### config.mk
export PLATFORM = sky130hd
export DESIGN_NAME = xbus_arb_flat
export DESIGN_NICKNAME = d
export VERILOG_FILES = /design/src/rtl/xbus_arb_if.sv /design/src/rtl/xbus_arb.sv /design/src/flat_wrapper.sv
export SDC_FILE = /design/constraint.sdc
export NUM_CORES = 1
export LEC_CHECK = 0
export ABC_AREA = 1
export CAP_MARGIN = 30
export CORE_MARGIN = 1.5
export CORE_UTILIZATION = 45
export DETAILED_ROUTE_END_ITERATION = 10
export PLACE_DENSITY = 0.85
export SLEW_MARGIN = 20
export SYNTH_ARGS = -nofsm -noshare
export SYNTH_HDL_FRONTEND = slang
export SYNTH_SLANG_ARGS = --single-unit
### constraint.sdc
create_clock -name clk -period 3.4 [get_ports clk]
set_input_delay 0.68 -clock clk [delete_from_list [all_inputs] [get_ports clk]]
set_output_delay 0.68 -clock clk [all_outputs]
set_load 0.02 [all_outputs]
### src/rtl/xbus_arb_if.sv
// Bundle of master-side request/response signals and the shared bus toward the decoder.
// The arbiter takes the slave modport; the requesters plus bus slaves take the master modport.
interface xbus_arb_if #(
   parameter int ADDR_W = 13,
   parameter int DATA_W = 32
);
   logic              m0_req;
   logic              m0_we;
   logic [ADDR_W-1:0] m0_addr;
   logic [DATA_W-1:0] m0_wdata;
   logic              m0_ack;
   logic              m0_err;
   logic [DATA_W-1:0] m0_rdata;

   logic              m1_req;
   logic              m1_we;
   logic [ADDR_W-1:0] m1_addr;
   logic [DATA_W-1:0] m1_wdata;
   logic              m1_ack;
   logic              m1_err;
   logic [DATA_W-1:0] m1_rdata;

   logic              bus_sel;
   logic              bus_we;
   logic [ADDR_W-1:0] bus_addr;
   logic [DATA_W-1:0] bus_wdata;
   logic [DATA_W-1:0] bus_rdata;
   logic              bus_rdy;

   logic              busy;
   logic [1:0]        grant;

   modport slave (
      input  m0_req, m0_we, m0_addr, m0_wdata,
      input  m1_req, m1_we, m1_addr, m1_wdata,
      input  bus_rdata, bus_rdy,
      output m0_ack, m0_err, m0_rdata,
      output m1_ack, m1_err, m1_rdata,
      output bus_sel, bus_we, bus_addr, bus_wdata,
      output busy, grant
   );

   modport master (
      output m0_req, m0_we, m0_addr, m0_wdata,
      output m1_req, m1_we, m1_addr, m1_wdata,
      output bus_rdata, bus_rdy,
      input  m0_ack, m0_err, m0_rdata,
      input  m1_ack, m1_err, m1_rdata,
      input  bus_sel, bus_we, bus_addr, bus_wdata,
      input  busy, grant
   );
endinterface

### src/rtl/xbus_arb.sv
// Two-master round-robin bus arbiter: IDLE -> ACCESS -> RESP, grant held until bus_rdy
// or a bounded wait-state timeout. Every output is a register.
module xbus_arb #(
   parameter int ADDR_W  = 13,
   parameter int DATA_W  = 32,
   parameter int TO_W    = 4,
   parameter int TIMEOUT = 15
) (
   input logic      clk,
   input logic      rst,
   xbus_arb_if.slave xb
);

   typedef enum logic [1:0] {
      S_IDLE   = 2'd0,
      S_ACCESS = 2'd1,
      S_RESP   = 2'd2
   } state_t;

   localparam logic [TO_W-1:0] LP_TO_LAST = TO_W'(TIMEOUT - 1);

   state_t            r_state;
   logic              r_last;
   logic              r_owner;
   logic [TO_W-1:0]   r_cnt;
   logic              r_sel;
   logic              r_we;
   logic [ADDR_W-1:0] r_addr;
   logic [DATA_W-1:0] r_wdata;
   logic              r_busy;
   logic [1:0]        r_grant;
   logic              r_m0_ack;
   logic              r_m0_err;
   logic [DATA_W-1:0] r_m0_rdata;
   logic              r_m1_ack;
   logic              r_m1_err;
   logic [DATA_W-1:0] r_m1_rdata;

   logic              w_any;
   logic              w_pick;
   logic              w_done;
   logic              w_to;
   logic [DATA_W-1:0] w_rdata;

   // On a tie the master that was not served last wins (r_last=1 means m1).
   always_comb begin
      w_any   = xb.m0_req | xb.m1_req;
      w_pick  = (xb.m0_req & xb.m1_req) ? ~r_last : xb.m1_req;
      w_done  = xb.bus_rdy | (r_cnt == LP_TO_LAST);
      w_to    = ~xb.bus_rdy;
      w_rdata = (xb.bus_rdy & ~r_we) ? xb.bus_rdata : '0;
   end

   always_ff @(posedge clk or negedge rst) begin
      if (!rst) begin
         r_state    <= S_IDLE;
         r_last     <= 1'b1;
         r_owner    <= 1'b0;
         r_cnt      <= '0;
         r_sel      <= 1'b0;
         r_we       <= 1'b0;
         r_addr     <= '0;
         r_wdata    <= '0;
         r_busy     <= 1'b0;
         r_grant    <= 2'b00;
         r_m0_ack   <= 1'b0;
         r_m0_err   <= 1'b0;
         r_m0_rdata <= '0;
         r_m1_ack   <= 1'b0;
         r_m1_err   <= 1'b0;
         r_m1_rdata <= '0;
      end else begin
         r_m0_ack <= 1'b0;
         r_m0_err <= 1'b0;
         r_m1_ack <= 1'b0;
         r_m1_err <= 1'b0;
         case (r_state)
            S_IDLE: begin
               if (w_any) begin
                  r_owner <= w_pick;
                  r_grant <= w_pick ? 2'b10 : 2'b01;
                  r_we    <= w_pick ? xb.m1_we    : xb.m0_we;
                  r_addr  <= w_pick ? xb.m1_addr  : xb.m0_addr;
                  r_wdata <= w_pick ? xb.m1_wdata : xb.m0_wdata;
                  r_cnt   <= '0;
                  r_sel   <= 1'b1;
                  r_busy  <= 1'b1;
                  r_state <= S_ACCESS;
               end
            end
            S_ACCESS: begin
               // bus_rdy takes priority over a timeout landing in the same cycle.
               if (w_done) begin
                  r_sel   <= 1'b0;
                  r_grant <= 2'b00;
                  r_state <= S_RESP;
                  if (r_owner) begin
                     r_m1_ack   <= 1'b1;
                     r_m1_err   <= w_to;
                     r_m1_rdata <= w_rdata;
                  end else begin
                     r_m0_ack   <= 1'b1;
                     r_m0_err   <= w_to;
                     r_m0_rdata <= w_rdata;
                  end
               end else begin
                  r_cnt <= r_cnt + 1'b1;
               end
            end
            S_RESP: begin
               r_last  <= r_owner;
               r_busy  <= 1'b0;
               r_state <= S_IDLE;
            end
            default: begin
               r_state <= S_IDLE;
            end
         endcase
      end
   end

   assign xb.m0_ack    = r_m0_ack;
   assign xb.m0_err    = r_m0_err;
   assign xb.m0_rdata  = r_m0_rdata;
   assign xb.m1_ack    = r_m1_ack;
   assign xb.m1_err    = r_m1_err;
   assign xb.m1_rdata  = r_m1_rdata;
   assign xb.bus_sel   = r_sel;
   assign xb.bus_we    = r_we;
   assign xb.bus_addr  = r_addr;
   assign xb.bus_wdata = r_wdata;
   assign xb.busy      = r_busy;
   assign xb.grant     = r_grant;

endmodule

### src/flat_wrapper.sv
// flat-port wrapper written by rule: the top's interface ports become plain ports
module xbus_arb_flat 
#(
   parameter int ADDR_W  = 13,
   parameter int DATA_W  = 32,
   parameter int TO_W    = 4,
   parameter int TIMEOUT = 15
)
  (clk, rst, xb_m0_req, xb_m0_we, xb_m0_addr, xb_m0_wdata, xb_m1_req, xb_m1_we, xb_m1_addr, xb_m1_wdata, xb_bus_rdata, xb_bus_rdy, xb_m0_ack, xb_m0_err, xb_m0_rdata, xb_m1_ack, xb_m1_err, xb_m1_rdata, xb_bus_sel, xb_bus_we, xb_bus_addr, xb_bus_wdata, xb_busy, xb_grant);
  xbus_arb_if #(.ADDR_W(ADDR_W), .DATA_W(DATA_W)) xb_i ();
  input logic clk;
  input logic rst;
  input wire logic [$bits(xb_i.m0_req)-1:0] xb_m0_req;
  input wire logic [$bits(xb_i.m0_we)-1:0] xb_m0_we;
  input wire logic [$bits(xb_i.m0_addr)-1:0] xb_m0_addr;
  input wire logic [$bits(xb_i.m0_wdata)-1:0] xb_m0_wdata;
  input wire logic [$bits(xb_i.m1_req)-1:0] xb_m1_req;
  input wire logic [$bits(xb_i.m1_we)-1:0] xb_m1_we;
  input wire logic [$bits(xb_i.m1_addr)-1:0] xb_m1_addr;
  input wire logic [$bits(xb_i.m1_wdata)-1:0] xb_m1_wdata;
  input wire logic [$bits(xb_i.bus_rdata)-1:0] xb_bus_rdata;
  input wire logic [$bits(xb_i.bus_rdy)-1:0] xb_bus_rdy;
  output wire logic [$bits(xb_i.m0_ack)-1:0] xb_m0_ack;
  output wire logic [$bits(xb_i.m0_err)-1:0] xb_m0_err;
  output wire logic [$bits(xb_i.m0_rdata)-1:0] xb_m0_rdata;
  output wire logic [$bits(xb_i.m1_ack)-1:0] xb_m1_ack;
  output wire logic [$bits(xb_i.m1_err)-1:0] xb_m1_err;
  output wire logic [$bits(xb_i.m1_rdata)-1:0] xb_m1_rdata;
  output wire logic [$bits(xb_i.bus_sel)-1:0] xb_bus_sel;
  output wire logic [$bits(xb_i.bus_we)-1:0] xb_bus_we;
  output wire logic [$bits(xb_i.bus_addr)-1:0] xb_bus_addr;
  output wire logic [$bits(xb_i.bus_wdata)-1:0] xb_bus_wdata;
  output wire logic [$bits(xb_i.busy)-1:0] xb_busy;
  output wire logic [$bits(xb_i.grant)-1:0] xb_grant;
  assign xb_i.m0_req = xb_m0_req;
  assign xb_i.m0_we = xb_m0_we;
  assign xb_i.m0_addr = xb_m0_addr;
  assign xb_i.m0_wdata = xb_m0_wdata;
  assign xb_i.m1_req = xb_m1_req;
  assign xb_i.m1_we = xb_m1_we;
  assign xb_i.m1_addr = xb_m1_addr;
  assign xb_i.m1_wdata = xb_m1_wdata;
  assign xb_i.bus_rdata = xb_bus_rdata;
  assign xb_i.bus_rdy = xb_bus_rdy;
  assign xb_m0_ack = xb_i.m0_ack;
  assign xb_m0_err = xb_i.m0_err;
  assign xb_m0_rdata = xb_i.m0_rdata;
  assign xb_m1_ack = xb_i.m1_ack;
  assign xb_m1_err = xb_i.m1_err;
  assign xb_m1_rdata = xb_i.m1_rdata;
  assign xb_bus_sel = xb_i.bus_sel;
  assign xb_bus_we = xb_i.bus_we;
  assign xb_bus_addr = xb_i.bus_addr;
  assign xb_bus_wdata = xb_i.bus_wdata;
  assign xb_busy = xb_i.busy;
  assign xb_grant = xb_i.grant;
  xbus_arb #(.ADDR_W(ADDR_W), .DATA_W(DATA_W), .TO_W(TO_W), .TIMEOUT(TIMEOUT)) u_core (.clk(clk), .rst(rst), .xb(xb_i));
endmodule
==> run summary <==
Die area = 0.01300 mm2
Critical path type = input port to flip-flop
Fin area = 0.008638 mm2
Final Hold Fails = 0
Mux contribution to synthesized area = 0%
Static Leak = 4.219 nW
Crit-path max FO = 34
Largest net degree at the start of global routing = 80
Chip Width = 114.0 um
1st-pass router iterations = 5
Clock root buffer = clkbuf_16
Main combinational cell family by area after synthesis = simple AND/OR/NAND/NOR gates
CTS tree = built
Count of pins over their slew limit = 0
Ports = 247
Gpl congestion = 0.8253
Synth unique cells = 22
Mapped Avg Cell Area = 8.240 um2
Num rows = 40
Via count = 5412
Clock Latency Late Sink = 0.41 ns
Drt wl/cell = 15.86 um
First-pass GRT wire length = 26590 um
Clock Tree Buf Depth = 2
Antenna viol nets, final = 0
Syn nets = 804
Worst Path Required = 3.69 ns
VDD IR max = 0.0006165 V
Clock Pin Slew Worst Setup and Hold Paths = 0.05 ns
RR Endpoint = u_core.xb.m1_rdata[9]
Final WL = 16830 um
Most common cell after layout, fill and taps aside = nand2_1
Synth Area in Adders = 0.4513%
RSZ-0062 raised after global routing = false
Cell area after synthesis = 0.005545 mm2
Max Cap Viol = 0
Worst slack, placed = 0.7594 ns
FF-to-FF setup slack = 1.35 ns
Final setup fails = 0
Number of global-route vias before repair = 5379
Core area = 0.01201 mm2
Final setup margin = 1.173 ns
Cts hold-fix bufs = 0
Post-CTS Setup Inserts = 0
Total GRT Usage = 26.32%
Synth warn = 0
Status = complete, no violations
Initial antenna violation count = 0
Total congestion overflow = 0
CP Data Arrival Time = 2.51 ns
Final setup TNS = 0 ns
Sequential area share after synthesis = 56.88%
Num Clock Sinks = 126
DRC viols = 0
Hold WC Path Type = input port to asynchronous set/reset pin
Synth Area in Simple Gates = 34.72%
Post_cts resized = 0
Worst slew pin tran = 0.7267 ns
Tcrit/Tclk final = 65.49%
PortBufs = 246
Vias per cell = 5.101
HPWL after DPL = 11440 um
Compound-Gate Fraction of Synth Area = 0.6995%
Area after DPL = 0.008094 mm2
FF+latch count, synth = 126
Reg-to-Reg Start = u_core.r_state[0]
Share of post-route cells with drive strength above 1 = 5.689%
# diodes = 0
Synth Instances = 673
Final Skew = 0.009641 ns
CTS Buf Count = 17
Synth-to-Final Area Change = 55.78%
Iter 0 DRT Violations = 419
CTS H-tree lvls = 4
Max Clk Rate = 0.4491 GHz
Critical path startpoint category = input port
Die Ht = 114.0 um
Tot Pwr = 8.373 mW
Starting Density = 46.17%
Most frequent cells in the layout = 271 x nand2_1, 245 x clkdlybuf4s50_1, 125 x dfrtp_1
Worst Reg-to-Reg Cells = 6
Nets = 1037
Pwr/cell area = 969.3 mW/mm2
Synth Area in XOR/XNOR = 0.1579%
Slew HR = 51.56%
Crit path capture type = flip-flop
Final min period = 2.227 ns
## worst max path at each step
stage | startpoint | endpoint | slack [ns] | depth (start not counted)
final | xb_bus_rdy | u_core.xb.m1_rdata[9] | 1.17 | 6
after global routing | xb_bus_rdy | u_core.xb.m1_rdata[9] | 0.99 | 6
after CTS | xb_bus_rdy | u_core.xb.m1_rdata[9] | 1.18 | 6
after detailed placement | xb_bus_rdy | u_core.xb.m1_rdata[9] | 0.76 | 6
after global placement | xb_bus_rdy | u_core.xb.m1_rdata[27] | 0.83 | 6
after floorplan | xb_m1_req | u_core.xb.bus_wdata[13] | 1.97 | 6
## area by class of cell
type                       count  area, um2
fill                         889       3373
sequential                   126       3154
timing repair buffer         257       2571
multi-input combinational    459       2016
clock buffer                  21      480.5
tap                          147      183.9
inverter                      45      168.9
clock inverter                 6      63.81
## per-layer routing
layer / global-route usage [%] / part of all wire (%)
met1: 32.58 / 39
met2: 42.77 / 49
met3: 10.26 / 10
met4: 8.083 / 1.9
met5: 0 / 0
## stage by stage
step	cells	hold slack (ns)	util, %
6_report	1061	0.3169	71.92
2_1_floorplan	673	0.3844	-
3_3_place_gp	1034	0.4574	67.39
3_5_place_dp	1034	0.4648	67.39
4_1_cts	1061	0.3372	71.92
5_1_grt	1061	0.3748	71.92
## critical path, cell delays in order
cell and delay [ns]:
clkdlybuf4s50_1 0.58, inv_1 0.11, nand2_2 0.23, nand3_2 0.59, nand2_1 0.24, nand2_1 0.08
## registers in the layout, summed over array words and instances (netlist names)
| name | flops |
|---|---|
| u_core.xb.m1_rdata | 32 |
| u_core.r_cnt | 4 |
| u_core.xb.m0_rdata | 32 |
| u_core.xb.m0_err | 1 |
| u_core.xb.bus_addr | 13 |
| u_core.xb.bus_sel | 1 |
| u_core.xb.bus_wdata | 32 |
| u_core.r_state | 2 |
| u_core.xb.busy | 1 |
| u_core.xb.m0_ack | 1 |
| u_core.r_owner | 1 |
| u_core.r_last | 1 |
| u_core.xb.grant | 2 |
| u_core.xb.bus_we | 1 |
| u_core.xb.m1_err | 1 |
| u_core.xb.m1_ack | 1 |
## cell usage after synthesis (all sizes together)
cell type / count / share of area, %
nand2: 273 / 19
dfrtp: 125 / 56
nand3: 102 / 9.5
inv: 45 / 3.0
nor2: 42 / 3.1
buf: 36 / 3.6
nand4: 32 / 3.6
clkbuf: 7 / 0.47
o21ai: 5 / 0.52
a21oi: 2 / 0.18
ha: 2 / 0.45
dfstp: 1 / 0.47
xnor2: 1 / 0.16
## kinds of logic after synthesis
| group | Yosys count |
|---|---|
| compound gates | 7 |
| xor+xnor | 1 |
| fa+ha+maj | 2 |
| buf+inv | 88 |
| flops | 126 |
| simple gates | 449 |
## power breakdown
| group | internal, mW | leakage [nW] | switching (mW) |
|---|---|---|---|
| registers | 2.21 | 1.62 | 0.444 |
| clock network | 1.06 | 0.265 | 0.622 |
| logic | 1.74 | 2.33 | 2.29 |
| total | 5.02 | 4.22 | 3.36 |
Power figures use the tool's default switching activity.
